**src/rtl/cdc_sync_flt_pkg.sv**
```systemverilog
// Shared definitions for the cdc_sync_flt multi-channel synchroniser/filter:
// legal parameter ranges and the filter counter width helper.
`timescale 1ns/1ps
package cdc_pkg;

  localparam int STAGE_MIN    = 2;
  localparam int STAGE_MAX    = 4;
  localparam int CHANNELS_MIN = 1;
  localparam int CHANNELS_MAX = 32;
  localparam int FILT_CNT_MIN = 1;
  localparam int FILT_CNT_MAX = 255;

  // One spare bit above $clog2 keeps FILT_CNT=1 at a legal 1-bit width.
  function automatic int flt_cnt_w(input int filt_cnt);
    return $clog2(filt_cnt) + 1;
  endfunction

endpackage

```
**src/rtl/cdc_sync_flt_if.sv**
```systemverilog
// Bundles the per-channel data, edge and control signals of cdc_sync_flt.
// CDC_SYNC_FLT_STICKY_EN adds the sticky event outputs and their clears.
`timescale 1ns/1ps
interface cdc_sync_flt_if #(parameter int CHANNELS = 4);

  logic                flt_en_i;
  logic [CHANNELS-1:0] dat_i;
  logic [CHANNELS-1:0] dat_o;
  logic [CHANNELS-1:0] rise_o;
  logic [CHANNELS-1:0] fall_o;
`ifdef CDC_SYNC_FLT_STICKY_EN
  logic [CHANNELS-1:0] evt_clr_i;
  logic [CHANNELS-1:0] evt_o;

  modport master (output flt_en_i, dat_i, evt_clr_i,
                  input  dat_o, rise_o, fall_o, evt_o);
  modport slave  (input  flt_en_i, dat_i, evt_clr_i,
                  output dat_o, rise_o, fall_o, evt_o);
`else
  modport master (output flt_en_i, dat_i,
                  input  dat_o, rise_o, fall_o);
  modport slave  (input  flt_en_i, dat_i,
                  output dat_o, rise_o, fall_o);
`endif

endinterface

```
**src/rtl/cdc_sync.sv**
```systemverilog
// STAGE-deep synchroniser chain built only from dffr flops, no logic between them.
`timescale 1ns/1ps
module cdc_sync #(
  parameter int                    DATA_WIDTH = 1,
  parameter int                    STAGE      = 2,
  parameter logic [DATA_WIDTH-1:0] RST_VAL    = '0
) (
  input  logic                  clk_i,
  input  logic                  rst_n_i,
  input  logic [DATA_WIDTH-1:0] d_i,
  output logic [DATA_WIDTH-1:0] q_o
);

  logic [DATA_WIDTH-1:0] chain [STAGE+1];

  assign chain[0] = d_i;

  for (genvar i = 0; i < STAGE; i++) begin : g_stage
    dffr #(.WIDTH(DATA_WIDTH), .RST_VAL(RST_VAL)) u_ff (
      .clk_i   (clk_i),
      .rst_n_i (rst_n_i),
      .d_i     (chain[i]),
      .q_o     (chain[i+1])
    );
  end

  assign q_o = chain[STAGE];

endmodule

```
**src/rtl/cdc_sync_flt_ch.sv**
```systemverilog
// One channel: synchroniser chain, consecutive-mismatch filter and registered
// rise/fall pulses derived from the filtered level.
`timescale 1ns/1ps
module cdc_sync_flt_ch
  import cdc_pkg::*;
#(
  parameter int   STAGE    = 2,
  parameter int   FILT_CNT = 4,
  parameter logic RST_VAL  = 1'b0
) (
  input  logic clk_i,
  input  logic rst_n_i,
  input  logic flt_en_i,
  input  logic dat_i,
  output logic dat_o,
  output logic rise_o,
  output logic fall_o
);

  localparam int              CNT_W    = flt_cnt_w(FILT_CNT);
  localparam logic [CNT_W-1:0] CNT_LAST = CNT_W'(FILT_CNT - 1);

  logic             sync_s;
  logic             q_d, q_q;
  logic             rise_d, rise_q;
  logic             fall_d, fall_q;
  logic [CNT_W-1:0] cnt_d, cnt_q;

  cdc_sync #(.DATA_WIDTH(1), .STAGE(STAGE), .RST_VAL(RST_VAL)) u_sync (
    .clk_i   (clk_i),
    .rst_n_i (rst_n_i),
    .d_i     (dat_i),
    .q_o     (sync_s)
  );

  // Any matching sample or bypass cycle restarts the mismatch count.
  always_comb begin
    q_d   = q_q;
    cnt_d = '0;
    if (!flt_en_i) begin
      q_d = sync_s;
    end else if (sync_s != q_q) begin
      if (cnt_q == CNT_LAST) q_d   = sync_s;
      else                   cnt_d = cnt_q + CNT_W'(1);
    end
    rise_d = q_d & ~q_q;
    fall_d = ~q_d & q_q;
  end

  always_ff @(posedge clk_i or negedge rst_n_i) begin
    if (!rst_n_i) begin
      q_q    <= RST_VAL;
      cnt_q  <= '0;
      rise_q <= 1'b0;
      fall_q <= 1'b0;
    end else begin
      q_q    <= q_d;
      cnt_q  <= cnt_d;
      rise_q <= rise_d;
      fall_q <= fall_d;
    end
  end

  assign dat_o  = q_q;
  assign rise_o = rise_q;
  assign fall_o = fall_q;

endmodule

```
**src/rtl/dffr.sv**
```systemverilog
// Plain register with asynchronous active-low reset to a parameterised value.
`timescale 1ns/1ps
module dffr #(
  parameter int               WIDTH   = 1,
  parameter logic [WIDTH-1:0] RST_VAL = '0
) (
  input  logic             clk_i,
  input  logic             rst_n_i,
  input  logic [WIDTH-1:0] d_i,
  output logic [WIDTH-1:0] q_o
);

  always_ff @(posedge clk_i or negedge rst_n_i) begin
    if (!rst_n_i) q_o <= RST_VAL;
    else          q_o <= d_i;
  end

endmodule

```
**src/rtl/cdc_sync_flt.sv**
```systemverilog
// Multi-channel synchroniser with glitch filter and edge pulses.
// Optional sticky event flags are built when CDC_SYNC_FLT_STICKY_EN is defined.
`timescale 1ns/1ps
module cdc_sync_flt
  import cdc_pkg::*;
#(
  parameter int                  STAGE    = 2,
  parameter int                  CHANNELS = 4,
  parameter int                  FILT_CNT = 4,
  parameter logic [CHANNELS-1:0] RST_VAL  = '0
) (
  input  logic            clk_i,
  input  logic            rst_n_i,
  cdc_sync_flt_if.slave   bus
);

  if (STAGE < STAGE_MIN || STAGE > STAGE_MAX ||
      CHANNELS < CHANNELS_MIN || CHANNELS > CHANNELS_MAX ||
      FILT_CNT < FILT_CNT_MIN || FILT_CNT > FILT_CNT_MAX) begin : g_bad_param
    $error("cdc_sync_flt: STAGE, CHANNELS or FILT_CNT outside legal range");
  end

  logic [CHANNELS-1:0] dat_w;
  logic [CHANNELS-1:0] rise_w;
  logic [CHANNELS-1:0] fall_w;

  for (genvar c = 0; c < CHANNELS; c++) begin : g_ch
    cdc_sync_flt_ch #(
      .STAGE    (STAGE),
      .FILT_CNT (FILT_CNT),
      .RST_VAL  (RST_VAL[c])
    ) u_ch (
      .clk_i    (clk_i),
      .rst_n_i  (rst_n_i),
      .flt_en_i (bus.flt_en_i),
      .dat_i    (bus.dat_i[c]),
      .dat_o    (dat_w[c]),
      .rise_o   (rise_w[c]),
      .fall_o   (fall_w[c])
    );
  end

  assign bus.dat_o  = dat_w;
  assign bus.rise_o = rise_w;
  assign bus.fall_o = fall_w;

`ifdef CDC_SYNC_FLT_STICKY_EN
  logic [CHANNELS-1:0] evt_d, evt_q;

  // A new edge pulse takes priority over a clear arriving in the same cycle.
  always_comb begin
    evt_d = rise_w | fall_w | (evt_q & ~bus.evt_clr_i);
  end

  always_ff @(posedge clk_i or negedge rst_n_i) begin
    if (!rst_n_i) evt_q <= '0;
    else          evt_q <= evt_d;
  end

  assign bus.evt_o = evt_q;
`endif

endmodule

```
**src/flat_wrapper.sv**
```systemverilog
// flat-port wrapper written by rule: the top's interface ports become plain ports
module cdc_sync_flt_flat import cdc_pkg::*;
#(
  parameter int                  STAGE    = 2,
  parameter int                  CHANNELS = 4,
  parameter int                  FILT_CNT = 4,
  parameter logic [CHANNELS-1:0] RST_VAL  = '0
)
  (clk_i, rst_n_i, bus_flt_en_i, bus_dat_i, bus_dat_o, bus_rise_o, bus_fall_o);
  cdc_sync_flt_if #(.CHANNELS(CHANNELS)) bus_i ();
  input  logic clk_i;
  input  logic rst_n_i;
  input wire logic [$bits(bus_i.flt_en_i)-1:0] bus_flt_en_i;
  input wire logic [$bits(bus_i.dat_i)-1:0] bus_dat_i;
  output wire logic [$bits(bus_i.dat_o)-1:0] bus_dat_o;
  output wire logic [$bits(bus_i.rise_o)-1:0] bus_rise_o;
  output wire logic [$bits(bus_i.fall_o)-1:0] bus_fall_o;
  assign bus_i.flt_en_i = bus_flt_en_i;
  assign bus_i.dat_i = bus_dat_i;
  assign bus_dat_o = bus_i.dat_o;
  assign bus_rise_o = bus_i.rise_o;
  assign bus_fall_o = bus_i.fall_o;
  cdc_sync_flt #(.STAGE(STAGE), .CHANNELS(CHANNELS), .FILT_CNT(FILT_CNT), .RST_VAL(RST_VAL)) u_core (.clk_i(clk_i), .rst_n_i(rst_n_i), .bus(bus_i));
endmodule
```
**config.mk**
```make
export PLATFORM = sky130hd
export DESIGN_NAME = cdc_sync_flt_flat
export DESIGN_NICKNAME = d
export VERILOG_FILES = /design/src/rtl/cdc_sync_flt_pkg.sv /design/src/rtl/cdc_sync_flt_if.sv /design/src/rtl/cdc_sync.sv /design/src/rtl/cdc_sync_flt_ch.sv /design/src/rtl/dffr.sv /design/src/rtl/cdc_sync_flt.sv /design/src/flat_wrapper.sv
export SDC_FILE = /design/constraint.sdc
export NUM_CORES = 1
export LEC_CHECK = 0
export ABC_AREA = 1
export CORE_ASPECT_RATIO = 0.7
export CORE_MARGIN = 4
export CORE_UTILIZATION = 50
export CTS_BUF_LIST = sky130_fd_sc_hd__clkbuf_8
export DETAILED_ROUTE_END_ITERATION = 10
export GPL_TIMING_DRIVEN = 0
export PLACE_DENSITY_LB_ADDON = 0.05
export SKIP_LAST_GASP = 1
export SLEW_MARGIN = 15
export SYNTH_ARGS = -nofsm -noshare
export SYNTH_HDL_FRONTEND = slang
export SYNTH_SLANG_ARGS = --single-unit
```
**constraint.sdc**
```tcl
create_clock -name clk_i -period 1.15 [get_ports clk_i]
set_clock_uncertainty 0.05 [all_clocks]
set_input_delay 0.23 -clock clk_i [delete_from_list [all_inputs] [get_ports clk_i]]
set_output_delay 0.23 -clock clk_i [all_outputs]
set_load 0.005 [all_outputs]
```
# Word level (Yosys, flattened, before mapping)
# Index checks and enable logic that the tools add are counted.
op_classes:
  n_addsub: 4
  eq_ne: 8
  n_bitwise: 16
  mux: 24
ops:
  columns: ["operator", "n"]
  rows:
  - ["$mux W3", 12]
  - ["$add A3 B1 Y3 const B", 4]
  - ["$eq A3 B2 Y1 const B", 4]
  - ["$mux W1", 12]
  - ["$and A1 B1 Y1", 8]
  - ["$not A1 Y1", 8]
  - ["$ne A1 B1 Y1", 4]
totals:
  input_bits: 7
  wordCells: 76
  reg_bits: 32
  output_inout_bits: 12

# Logic depth before layout (Yosys ltp)
# Gate-level depths: netlist of the first run.
logic_depth:
  word_depth: 6
  depth_mapped: 7
  mapped_depth_nobuf: 7

# Hierarchy
# A second synthesis of the first run with hierarchy kept.
unflattened:
  cells_unflattened: 120
  area_unflattened_um2: 1214.9
by_module_without_submodules:
  columns: ["module", "seq_area_each_um2", "area_per_inst_um2", "cells_per_inst", "instances"]
  rows:
  - ["cdc_sync_flt_ch (u_core.g_ch[1].u_ch ...)", 150.1, 250.2, 28, 3]
  - ["cdc_sync_flt_ch (u_core.g_ch[0].u_ch)", 150.1, 264.0, 28, 1]
  - ["dffr", 25.0, 25.0, 1, 8]

# Worst setup path after synthesis of the first run
# OpenSTA, ideal clock, no wires.
synth_timing:
  path_type: "flip-flop to flip-flop"
  from: "register u_core.g_ch[2].u_ch.cnt_q[0]"
  to: "register u_core.g_ch[2].u_ch.q_q"
  setup_slack_ns: 0.127
  required_time_ns: 0.987
  arrival_ns: 0.860
  period_less_slack_ns: 1.023
  n_path_buf: 0
  path_stages_with_launch: 8
  setup_time_ns: 0.113
  cell_sequence: "dfrtp_1 -> ha_1 -> inv_1 -> nand2_1 -> nand2_2 -> nand2_1 -> nand2_1 -> inv_1"
synth_between:
  elab_chain_len: 4
synth_lines:
  columns: ["element", "line", "source"]
  rows:
  - ["from (decl)", "cdc_sync_flt_ch.sv:27", "logic [CNT_W-1:0] cnt_d, cnt_q;"]
  - ["from (signal assigned)", "cdc_sync_flt_ch.sv:58", "cnt_q <= cnt_d;"]
  - ["$eq A3 B2 Y1", "cdc_sync_flt_ch.sv:43", "if (cnt_q == CNT_LAST) q_d = sync_s;"]
  - ["$mux W1", "cdc_sync_flt_ch.sv:43", null]
  - ["$mux W1", "cdc_sync_flt_ch.sv:42", "end else if (sync_s != q_q) begin"]
  - ["$mux W1", "cdc_sync_flt_ch.sv:40", "if (!flt_en_i) begin"]
  - ["net u_core.g_ch[2].u_ch.q_d", "cdc_sync_flt_ch.sv:24", "logic q_d, q_q;"]
  - ["to (signal assigned)", "cdc_sync_flt_ch.sv:57", "q_q <= q_d;"]
  - ["to (decl)", "cdc_sync_flt_ch.sv:24", null]
# The timed path passes the listed nets, and every way through them passes these cells.

# Worst setup path in the final report of the first run
layout_timing:
  from: "register u_core.g_ch[0].u_ch.q_q"
  to: "output port bus_dat_o[0]"
layout_rtl:
  columns: ["element", "line", "source"]
  rows:
  - ["from (decl)", "cdc_sync_flt_ch.sv:24", null]
  - ["from (signal assigned)", "cdc_sync_flt_ch.sv:57", null]
  - ["to (decl)", "flat_wrapper.sv:15", "output wire logic [$bits(bus_i.dat_o)-1:0] bus_dat_o;"]
# No word-level cell between the ends.

==> results of run 1 <==
-- power breakdown --
| group | internal [mW] | leakage [nW] | switching [mW] | total [mW] |
|---|---|---|---|---|
| combinational | 0.165 | 0.417 | 0.146 | 0.311 |
| sequential | 1.19 | 0.409 | 0.0323 | 1.22 |
| clock | 0.388 | 0.0359 | 0.343 | 0.731 |
| total | 1.74 | 0.862 | 0.521 | 2.26 |
-- final cells by class --
cell class                 count  area [µm²]
multi-input combinational     66         360
timing repair buffer          28         268
clock buffer                   5        68.8
inverter                      20        75.1
tap                           34        42.5
sequential                    32         801
buffer                         2        22.5
fill                         196         821
-- worst max-delay path, stage by stage (launching register included) --
cell and delay, ns:
dfrtp_1 0.40, buf_6 0.12, buf_6 0.10
-- cell usage after synthesis --
| cell type | n |
|---|---|
| nand3_1 | 8 |
| a21oi_1 | 2 |
| buf_6 | 1 |
| nor2_1 | 16 |
| nand2_1 | 28 |
| nand2_2 | 4 |
| xnor2_1 | 2 |
| buf_4 | 12 |
| ha_1 | 4 |
| nor3_1 | 2 |
| dfrtp_1 | 32 |
| inv_1 | 20 |
-- per-layer routing --
layer / routed length [µm] / up-vias / GRT usage
met5: 0 / - / 0
met4: 28 / 0 / 0.0583
met3: 128 / 3 / 0.0805
met2: 987 / 15 / 0.209
met1: 795 / 410 / 0.131
li1: - / 423 / -
-- repair_timing --
| item | CTS | global route |
|---|---|---|
| gates cloned | 0 | 1 |
| endpoints found under the hold margin | 32 | 0 |
| hold buffers | 1 | 0 |
| buffers inserted | 4 | 4 |
| resized for setup | 60 | 20 |
| setup endpoints to repair | 12 | 15 |
| pin swaps | 0 | 7 |
-- layout by cell type, fill, tap and decap left out --
master,n
a21oi_1,2
buf_2,2
buf_4,8
buf_6,14
clkbuf_8,5
clkdlybuf4s50_1,4
dfrtp_1,32
dlygate4sd3_1,1
dlymetal6s2s_1,1
ha_2,4
inv_1,16
inv_2,4
nand2_1,22
nand2_2,9
nand2_4,1
nand3_1,8
nor2_1,14
nor2_2,2
nor3_1,2
xnor2_1,1
xnor2_2,1
-- sequential cells by signal, indices dropped and copies added (netlist names) --
| name | flops |
|---|---|
| u_core.g_ch.u_ch.cnt_q | 12 |
| u_core.g_ch.u_ch.dat_o | 4 |
| u_core.g_ch.u_ch.fall_o | 4 |
| u_core.g_ch.u_ch.rise_o | 4 |
| u_core.g_ch.u_ch.u_sync.g_stage.u_ff.q_o | 8 |
-- logic make-up (layout without fill, tap and decap cells) --
group / count (synthesis) / count (layout) / share of synthesized area
AND/OR/NAND/NOR: 58 / 58 / 0.186
AO/OA/AOI/OAI: 2 / 2 / 0.00773
adder cells (fa/ha/maj): 4 / 4 / 0.0386
XOR/XNOR: 2 / 2 / 0.0135
flip-flops: 32 / 32 / 0.618
buffers and inverters: 33 / 55 / 0.136
-- how the worst min path moves through the flow --
stage | from | to | slack (ns) | depth (start not counted)
6_report | u_core.g_ch[2].u_ch.u_sync.g_stage[0].u_ff.q_o$_DFF_PN0_ | u_core.g_ch[2].u_ch.u_sync.g_stage[1].u_ff.q_o$_DFF_PN0_ | 0.30 | 0
5_1_grt | u_core.g_ch[1].u_ch.u_sync.g_stage[0].u_ff.q_o$_DFF_PN0_ | u_core.g_ch[1].u_ch.u_sync.g_stage[1].u_ff.q_o$_DFF_PN0_ | 0.32 | 0
4_1_cts | u_core.g_ch[2].u_ch.u_sync.g_stage[0].u_ff.q_o$_DFF_PN0_ | u_core.g_ch[2].u_ch.u_sync.g_stage[1].u_ff.q_o$_DFF_PN0_ | 0.30 | 0
3_5_place_dp | rst_n_i | u_core.g_ch[3].u_ch.u_sync.g_stage[1].u_ff.q_o$_DFF_PN0_ | 0.26 | 1
3_3_place_gp | u_core.g_ch[0].u_ch.u_sync.g_stage[0].u_ff.q_o$_DFF_PN0_ | u_core.g_ch[0].u_ch.u_sync.g_stage[1].u_ff.q_o$_DFF_PN0_ | 0.28 | 0
2_1_floorplan | rst_n_i | u_core.g_ch[0].u_ch.cnt_q[0]$_DFF_PN0_ | -0.12 | 0
-- through the flow --
step / worst slack [ns] / hold WS [ns] / std cells
2_1_floorplan: 0.127 / -0.116 / 131
3_3_place_gp: -0.755 / 0.284 / 183
3_5_place_dp: -0.286 / 0.259 / 183
4_1_cts: -0.0249 / 0.300 / 184
5_1_grt: -0.0505 / 0.317 / 187
6_report: -0.0229 / 0.299 / 187
==> impl_metrics.toml, run 1 <==
[sta]
fin_crit_ns = 1.17
finalSetupTns_ns = -0.0229
fmax_ghz = 0.853
slew_headroom = 0.557
rsz0062_at_grt = "yes"
finalHoldViolCount = 0
slew_viol_final = 0
period_share = 1.02
max_slew.worst_pin.slew_ns = 0.664
layout_setup_ws_ns = -0.0229
report.final.setup_viol = 1

[die]
rows = 15
die-area_mm2 = 0.00348
core_mm2 = 0.00246
dieHeight_um = 50.6
die_width_um = 68.8
start_util = 0.527
io_pins = 19

[global_routing]
grt_pass1_vias = 770
grt_pass1_wl_mm = 3.07
overflow = 0
grt_max_degree = 33
track_usage = 0.130
antenna_found_initial = 0

[power_and_ir_drop]
max-vdd-ir-drop_mv = 0.905
power_mw = 2.26
p_leak_nw = 0.862
p_per_area_mw_per_mm2 = 1380

[synth]
yosysWarnings = 0
synthesis.nets = 142
ys_ff_latch = 32
synth_area_mm2 = 0.00129
synth_area_leaders = "dfrtp_1 62%, nand2_1 8.1%, buf_4 7.0%"
synth_top_cell_by_area = "dfrtp_1"
synthCells = 131
synth_cell_type_count = 12
yosysSeqAreaShare = 0.618
synth_top_area_frac = 0.618
avgSynthCellArea_um2 = 9.89

[detailed_routing]
viasPerCell = 4.55
routed_wl_mm = 1.94
drc = 0
first_pass_iters = 4
drt_iter0_drc = 42
wl_per_cell_um = 10.4
ant_nets = 0
via_count = 851

[finish]
syn_to_final_growth_pct = 26.5
fin_area_mm2 = 0.00164
diodes = 0
drive_gt1_frac = 0.327
finish.utilization = 0.666
final_nets = 166

[placed_design]
dpl-instance-area_mm2 = 0.00151
io_buffers = 18
gp_congestion = 0.764
dp.final_hpwl_mm = 1.35

[setup_path]
r2r_end = "u_core.g_ch[0].u_ch.cnt_q[0]$_DFF_PN0_"
startpoint_type = "flop"
rrSetupSlack_ns = 0.07
rr_startpoint = "u_core.g_ch[0].u_ch.dat_o$_DFF_PN0_"
worstSetupEndpoint = "bus_dat_o[0]"
worstSetupEndpointType = "output port"
critPathKind = "reg2out"
r2r_cells = 4
cp-startpoint = "u_core.g_ch[0].u_ch.dat_o$_DFF_PN0_"
worstPathArrival_ns = 0.89
worstPathMaxFanout = 2
required_ns = 0.87

[clock_tree]
worstSkewPairLatency_ns = 0.28
cts_inserted_buffers = 5
clock_tree.root_cell = "clkbuf_8"
cts_sinks = 32
clock_path_buffers = 2
htreeDepth = 2
cts_tree = "done"
clk_pin_slew_ns = 0.06

[run]
max_cap_viol_count = 0

[outcome]
status = "finished, violations left"
failed_checks = "setup timing"

[min_path]
hold_path_class = "reg2reg"
(Power assumes the default switching activity.)
==> run 2, diff against run 1 <==
--- a/config.mk
+++ b/config.mk
@@ -8,7 +8,7 @@
 export ABC_AREA = 1
 export CORE_ASPECT_RATIO = 0.7
 export CORE_MARGIN = 4
-export CORE_UTILIZATION = 50
+export CORE_UTILIZATION = 45
 export CTS_BUF_LIST = sky130_fd_sc_hd__clkbuf_8
 export DETAILED_ROUTE_END_ITERATION = 10
 export GPL_TIMING_DRIVEN = 0
==> impl_metrics.toml, run 2 (synthesized netlist as in run 1, its figures left out) <==
[clock_tree]
clock_tree.root_cell = "clkbuf_8"
cts_sinks = 32
cts_tree = "done"
htreeDepth = 2
clock_path_buffers = 2
clk_pin_slew_ns = 0.06
worstSkewPairLatency_ns = 0.27
cts_inserted_buffers = 5

[die]
dieHeight_um = 52.9
start_util = 0.496
io_pins = 19
rows = 15
core_mm2 = 0.00261
die-area_mm2 = 0.00381
die_width_um = 72.1

[finish]
layout_common_cells = "32 x dfrtp_1, 23 x nand2_1, 19 x inv_1"
diodes = 0
final_common_cell = "dfrtp_1"
syn_to_final_growth_pct = 25.4
fin_area_mm2 = 0.00162
stdcell_count = 188
regMostFlops = "u_core.g_ch.u_ch.cnt_q"
top_regs = "u_core.g_ch.u_ch.cnt_q (12), u_core.g_ch.u_ch.u_sync.g_stage.u_ff.q_o (8)"
largest_register_ffs = 12
finish.utilization = 0.623
drive_gt1_frac = 0.286
final_nets = 164

[setup_path]
cp-startpoint = "u_core.g_ch[0].u_ch.cnt_q[0]$_DFF_PN0_"
worstPathMaxFanout = 4
worstSetupEndpointType = "flop"
critPathKind = "reg2reg"
rrSetupSlack_ns = 0.04
rr_startpoint = "u_core.g_ch[0].u_ch.cnt_q[0]$_DFF_PN0_"
startpoint_type = "flop"
r2r_end = "u_core.g_ch[0].u_ch.dat_o$_DFF_PN0_"
required_ns = 1.27
worstPathArrival_ns = 1.23
worstSetupEndpoint = "u_core.g_ch[0].u_ch.dat_o$_DFF_PN0_"
r2r_cells = 7

[sta]
finalHoldViolCount = 0
rsz0062_at_grt = "yes"
layout_setup_ws_ns = 0.0443
fin_crit_ns = 1.11
hold_slack_ns = 0.297
slew_viol_final = 0
slew_headroom = 0.725
fmax_ghz = 0.904
report.final.setup_viol = 0
period_share = 0.961
max_slew.worst_pin.slew_ns = 0.413
finalSetupTns_ns = 0

[detailed_routing]
drc = 0
drt_iter0_drc = 27
routed_wl_mm = 1.96
viasPerCell = 4.45
first_pass_iters = 4
wl_per_cell_um = 10.4
ant_nets = 0
via_count = 836

[placed_design]
dp.final_hpwl_mm = 1.35
dp_slack_ns = -0.266
place_inst = 183
dpl-instance-area_mm2 = 0.00151
io_buffers = 18
gp_congestion = 0.813

[global_routing]
grt_max_degree = 33
grt_pass1_vias = 805
busiest_layer = "met2"
antenna_found_initial = 0
grt_pass1_wl_mm = 3.43
use_met1 = 0.136
use_met3 = 0.0683
overflow = 0
track_usage = 0.124
grtUsageMet2 = 0.202

[run]
max_cap_viol_count = 0

[power_and_ir_drop]
max-vdd-ir-drop_mv = 0.996
p_per_area_mw_per_mm2 = 1440
p_leak_nw = 0.866
power_mw = 2.34

[min_path]
hold_path_class = "reg2reg"
hp-start = "u_core.g_ch[2].u_ch.u_sync.g_stage[0].u_ff.q_o$_DFF_PN0_"

[outcome]
status = "finished clean"
==> run 2: changes by cell type in the layout (fill, tap and decap cells not counted), moves of 2 or more <==
cell | before | now
ha_2 | 4 | 2
buf_6 | 14 | 12
inv_1 | 16 | 19
ha_1 | 0 | 2
==> run 2: per-layer routing <==
metal | routed length, µm | up-vias
met3 | 88 | 2
met4 | 7 | 0
met1 | 888 | 395
met5 | 0 | -
met2 | 978 | 13
li1 | - | 426
==> run 2: worst min path at each step <==
| stage | endpoint | slack, ns | cells after the start |
|---|---|---|---|
| 2_1_floorplan | u_core.g_ch[0].u_ch.cnt_q[0]$_DFF_PN0_ | -0.12 | 0 |
| 3_3_place_gp | u_core.g_ch[3].u_ch.u_sync.g_stage[1].u_ff.q_o$_DFF_PN0_ | 0.29 | 0 |
| 3_5_place_dp | u_core.g_ch[3].u_ch.u_sync.g_stage[0].u_ff.q_o$_DFF_PN0_ | 0.26 | 1 |
| 4_1_cts | u_core.g_ch[2].u_ch.u_sync.g_stage[1].u_ff.q_o$_DFF_PN0_ | 0.30 | 0 |
| 5_1_grt | u_core.g_ch[1].u_ch.u_sync.g_stage[1].u_ff.q_o$_DFF_PN0_ | 0.31 | 0 |
| 6_report | u_core.g_ch[2].u_ch.u_sync.g_stage[1].u_ff.q_o$_DFF_PN0_ | 0.30 | 0 |
==> run 2: critical path, stage by stage (launching register included) <==
cell and delay (ns):
dfrtp_1 0.38, ha_1 0.19, inv_1 0.07, nand2_1 0.07, nand2_2 0.10, nand2_1 0.05, nand2_1 0.05, inv_1 0.04
==> run 2: layout make-up <==
cell class	instances	area, µm²
plain buffers	1	11.3
clock buffers	6	82.6
clock inverters	2	7.51
fillers	218	985
inverters	20	75.1
multi-input cells	66	345
flip-flops and latches	32	801
well taps	34	42.5
repair buffers	27	259
==> run 2: what timing repair did <==
item	4_1_cts	5_1_grt
setup endpoints to repair	13	44
buffers inserted	4	4
hold buffers	1	0
hold endpoints to repair	32	0
pin swaps	0	8
resized for setup	58	16
==> run 2: power breakdown <==
part	internal, mW	switching (mW)	total (mW)
clock	0.469	0.361	0.830
combinational	0.149	0.141	0.291
sequential	1.19	0.0326	1.22
